## config.mk

```make
export PLATFORM = sky130hd
export DESIGN_NAME = pc_gen
export DESIGN_NICKNAME = d
export VERILOG_FILES = /design/src/rtl/pc_gen.sv
export SDC_FILE = /design/constraint.sdc
export NUM_CORES = 1
export LEC_CHECK = 0
export CORE_MARGIN = 2
export CORE_UTILIZATION = 36
export DETAILED_ROUTE_END_ITERATION = 10
export GPL_TIMING_DRIVEN = 0
export HOLD_SLACK_MARGIN = 0.06
export PLACE_DENSITY = 0.77
export SETUP_SLACK_MARGIN = 0.3
export SKIP_CTS_REPAIR_TIMING = 1
export SLEW_MARGIN = 5
export SYNTH_ARGS = -nofsm -noshare
export SYNTH_HDL_FRONTEND = slang
export SYNTH_SLANG_ARGS = --single-unit
```

## constraint.sdc

```tcl
create_clock -name clk -period 1.8 [get_ports clk]
set_input_delay 0.27 -clock clk [delete_from_list [all_inputs] [get_ports clk]]
set_output_delay 0.27 -clock clk [all_outputs]
set_load 0.005 [all_outputs]
```

## src/rtl/pc_gen.sv

```systemverilog
// rtl/pc_gen.sv - fetch-address generator with prioritised next-PC selection and redirect epochs
module pc_gen #(
    parameter int unsigned       ADDR_W     = 32,
    parameter logic [ADDR_W-1:0] RESET_VEC  = '0,
    parameter int unsigned       INST_BYTES = 4,
    parameter int unsigned       FETCH_N    = 1,
    parameter int unsigned       EPOCH_W    = 2
) (
    input  logic               clk,
    input  logic               rst,
    input  logic               stall_i,
    input  logic               flush_vld_i,
    input  logic [ADDR_W-1:0]  flush_addr_i,
    input  logic               br_vld_i,
    input  logic [ADDR_W-1:0]  br_addr_i,
    input  logic               pred_vld_i,
    input  logic [ADDR_W-1:0]  pred_addr_i,
    output logic               req_vld_o,
    output logic [ADDR_W-1:0]  req_addr_o,
    output logic [EPOCH_W-1:0] req_epoch_o,
    input  logic               req_rdy_i,
    output logic               misalign_o
);

    // Low address bits that must be zero for an instruction-aligned target.
    localparam logic [ADDR_W-1:0] LOW_MASK = ADDR_W'(INST_BYTES - 1);
    localparam logic [ADDR_W-1:0] STEP     = ADDR_W'(INST_BYTES * FETCH_N);

    typedef enum logic {
        BOOT,
        RUN
    } state_t;

    state_t               state_q, state_d;
    logic [ADDR_W-1:0]    pc_q, pc_d;
    logic [EPOCH_W-1:0]   epoch_q, epoch_d;
    logic                 misalign_q, misalign_d;
    logic                 fire;
    logic                 load_tgt;
    logic                 bump_epoch;
    logic [ADDR_W-1:0]    tgt;

    assign req_vld_o   = (state_q == RUN);
    assign req_addr_o  = pc_q;
    assign req_epoch_o = epoch_q;
    assign misalign_o  = misalign_q;
    assign fire        = req_vld_o & req_rdy_i & ~stall_i;

    always_ff @(posedge clk) begin
        if (rst) begin
            state_q    <= BOOT;
            pc_q       <= RESET_VEC;
            epoch_q    <= '0;
            misalign_q <= 1'b0;
        end else begin
            state_q    <= state_d;
            pc_q       <= pc_d;
            epoch_q    <= epoch_d;
            misalign_q <= misalign_d;
        end
    end

    // Flush and branch redirects ignore stall/ready so they are never lost;
    // prediction and sequential advance only happen on an accepted request.
    always_comb begin
        state_d    = state_q;
        pc_d       = pc_q;
        epoch_d    = epoch_q;
        misalign_d = 1'b0;
        load_tgt   = 1'b0;
        bump_epoch = 1'b0;
        tgt        = '0;

        if (state_q == BOOT) begin
            state_d = RUN;
        end else if (flush_vld_i) begin
            tgt        = flush_addr_i;
            load_tgt   = 1'b1;
            bump_epoch = 1'b1;
        end else if (br_vld_i) begin
            tgt        = br_addr_i;
            load_tgt   = 1'b1;
            bump_epoch = 1'b1;
        end else if (fire && pred_vld_i) begin
            tgt      = pred_addr_i;
            load_tgt = 1'b1;
        end else if (fire) begin
            pc_d = pc_q + STEP;
        end

        if (load_tgt) begin
            pc_d       = tgt & ~LOW_MASK;
            misalign_d = |(tgt & LOW_MASK);
        end
        if (bump_epoch) begin
            epoch_d = epoch_q + EPOCH_W'(1);
        end
    end

endmodule

```

==> results_dict.tcl <==
set metrics [dict create \
    outcome "completed" \
    die_w_um 89.0 \
    slew_headroom_pct 49.2 \
    syn_to_final_growth_pct 81.2 \
    slowest_delay_ps 370 \
    cts_tree "yes" \
    powerDensity_mw_per_mm2 501 \
    clkSinkCount 34 \
    fin_crit_sh_pct 95.7 \
    cts-root-buf "clkbuf_8" \
    ys_types 59 \
    ys_seq_elements 34 \
    globalplace.congestion 0.950 \
    synth_top_area_share_pct 26.2 \
    start_util_pct 37.6 \
    synth_edf_count 0 \
    p_switching_w 0.000752 \
    path_clk_slew_ps 70 \
    dieHeight_um 89.0 \
    vdd_drop_max_mv 0.313 \
    fmax_ghz 0.581 \
    dp_hpwl_mm 8.41 \
    cp-end-kind "register" \
    grt_pass1_vias 3515 \
    cp_slowest_cell "dfxtp_4" \
    fp.dieArea_mm2 0.00792 \
    drive_above_1_share_pct 24.3 \
    p_comb_share_pct 35.9 \
    grtUsageTotal_pct 28.7 \
    grt_start_max_net_pins 11 \
    drc 0 \
    via_per_inst 6.23 \
    synth_largest_area_cell "dfxtp_1" \
    vias 3782 \
    crit_family "simple AND/OR/NAND/NOR gates" \
    crit_fanout 6 \
    critPathRequiredTime_ps 1950 \
    routed_wl_mm 12.3 \
    clkPwrFrac_pct 25.6 \
    drt-wirelength-per-cell_um 20.3 \
    synthArstFlopShare_pct 0 \
    cp_data_arrival_time_ps 1870 \
    p_int_w 0.00161 \
    grt_pass1_wl_mm 17.5 \
    portBuffers 134 \
    hold_viol 0 \
    setup_viol 0 \
    clk_path_buf_depth 2 \
    rsz0062_at_grt "true" \
    crit_cells 8 \
    clkLatencyLatePin_ps 290 \
    ys_warn_count 0 \
    io_pins 139 \
    startpoint_type "register" \
    leakagePower_nw 1.73 \
    crit_chain "ha_4 > and4_4 > and2_4 > buf_6 > buf_4 > a41o_1 > a21oi_1 > nor3_1" \
    h-tree-depth 2 \
    p_sw_share_pct 31.8 \
    hold_class "in -> reg" \
    whs_path_depth 4 \
    fill_cells 570 \
    core_area_mm2 0.00691 \
    synthFlopType "dfxtp_1" \
    fin_ws_ps 78.3 \
    dr.pass1.iters 7 \
    slew_viol_final 0 \
    utilization_pct 68.2 \
    drtIter0Drc 478 \
    antenna_found_initial 0 \
    overflow 0 \
    synth.cell_area_mm2 0.00260 \
    maxCapViolCount 0 \
    path_buf_inv 2 \
    worst_pin_slew_ps 762 \
    pre_cts_ws_ps -398 \
    synthCells 348 \
    fin_crit_ps 1720 \
    final_antenna_net_count 0 \
    rows 30 \
    seqPwrFrac_pct 38.5 \
    nets 614 \
    rr_worst_depth 8 \
    syn_avg_cell_area_um2 7.47 \
    synth.top_cells.by_area "dfxtp_1 26%, a21oi_1 8.7%, o22ai_1 6.0%" \
    cts_buffers 5 \
    yosysSeqAreaShare_pct 26.2 \
    fin_skew_ps 2.84 \
    diodes 0 \
    critical_path_class "reg -> reg" \
]
## cell usage after synthesis (all sizes together) (2+ instances only)
master / count
a21oi: 45
a221o: 6
a221oi: 4
a31oi: 9
a32o: 2
and2: 5
and3: 2
and3b: 2
and4: 5
buf: 22
clkbuf: 9
dfxtp: 34
inv: 10
mux2i: 6
nand2: 18
nand2b: 3
nand3: 20
nand4: 13
nor2: 31
nor2b: 3
nor3: 5
o211ai: 4
o21a: 3
o21ai: 17
o221ai: 2
o22ai: 25
o311ai: 2
o31a: 3
o32a: 6
o32ai: 10
or3: 5
## final cells by class
class                   count  area [um2]  share of cell area, %
multi-input cells         274        1940                   41.2
repair buffers            153        1530                   32.4
flip-flops and latches     34         746                   15.8
plain buffers              31         244                   5.18
well taps                  96         120                   2.55
clock buffers               6        82.6                   1.75
inverters                  11        41.3                  0.876
clock inverters             2        7.51                  0.159
## placed cells by master, fill, tap and decap left out, drive strengths merged, types with 3 or more instances in the layout
cell / n
nor2b: 3
a21oi: 45
a221o: 6
o211ai: 4
a221oi: 4
clkbuf: 18
nand2b: 3
o21ai: 17
nor2: 32
nand3: 20
and4: 5
o32a: 6
a31oi: 9
clkinv: 3
o31a: 3
dfxtp: 34
nand4: 13
nand2: 18
o22ai: 25
o21a: 3
nor3: 5
inv: 10
o32ai: 10
mux2i: 6
or3: 5
buf: 38
clkdlybuf4s50: 128
dlymetal6s2s: 6
and2: 5
## kinds of logic (layout without fill, tap and decap cells)
group | count (synthesis) | count (layout) | synth area share [%]
flip-flops | 34 | 34 | 26.2
AO/OA/AOI/OAI | 144 | 144 | 37.1
buffers and inverters | 42 | 203 | 8.23
multiplexers | 6 | 6 | 2.31
other | 1 | 2 | 0.144
XOR/XNOR | 2 | 2 | 0.674
adder cells (fa/ha/maj) | 1 | 1 | 0.481
AND/OR/NAND/NOR | 118 | 119 | 24.9
## worst min-delay path, cell delays in order
cell      delay (ps)
buf_6            110
nor2_1            60
nand3_1          120
o311ai_1          90
## power by group through the flow
stage | sequential, W | clock, W | combinational (W)
5_1_grt | 0.000920 | 0.000638 | 0.000905
4_1_cts | 0.000898 | 0.000589 | 0.000749
3_3_place_gp | 0.000912 | 0 | 0.000733
2_1_floorplan | 0.000900 | 0 | 0.000308
6_report | 0.000908 | 0.000604 | 0.000848
3_5_place_dp | 0.000916 | 0 | 0.000746
## path summary, 6_finish.rpt
path	end	slack, ps	startpoint
max	req_addr_o[16]$_SDFFE_PP0P_	80	req_addr_o[2]$_SDFFE_PP0P_
min	req_addr_o[22]$_SDFFE_PP0P_	410	flush_vld_i
max reg2reg	req_addr_o[16]$_SDFFE_PP0P_	80	req_addr_o[2]$_SDFFE_PP0P_
min reg2reg	req_addr_o[30]$_SDFFE_PP0P_	520	req_addr_o[30]$_SDFFE_PP0P_
## layer usage
metal  share of wire, %  track usage, %  vias to the layer above
met2                 50            48.0                      244
li1                   -               -                     1689
met4                2.5            9.50                        0
met5                  0               0                        -
met1                 39            37.0                     1813
met3                8.8            5.72                       36
## flip-flops by register name, summed over array words and instances, names as in the netlist
| name | cells |
|---|---|
| req_epoch_o | 2 |
| misalign_o | 1 |
| req_addr_o | 30 |
| req_vld_o | 1 |
## metrics by stage
step / instances / instance area [um2] / total power [W] / setup TNS (ps) / hold slack [ps]
after floorplan: 349 / 2660 / 0.00121 / 0 / 411
after global placement: 579 / 4120 / 0.00165 / -8560 / 503
after detailed placement: 579 / 4120 / 0.00166 / -9620 / 528
after CTS: 587 / 4210 / 0.00224 / -709 / 394
after global routing: 607 / 4710 / 0.00246 / 0 / 451
final: 607 / 4710 / 0.00236 / 0 / 413
Note: power is estimated with default switching activity, not from simulation.
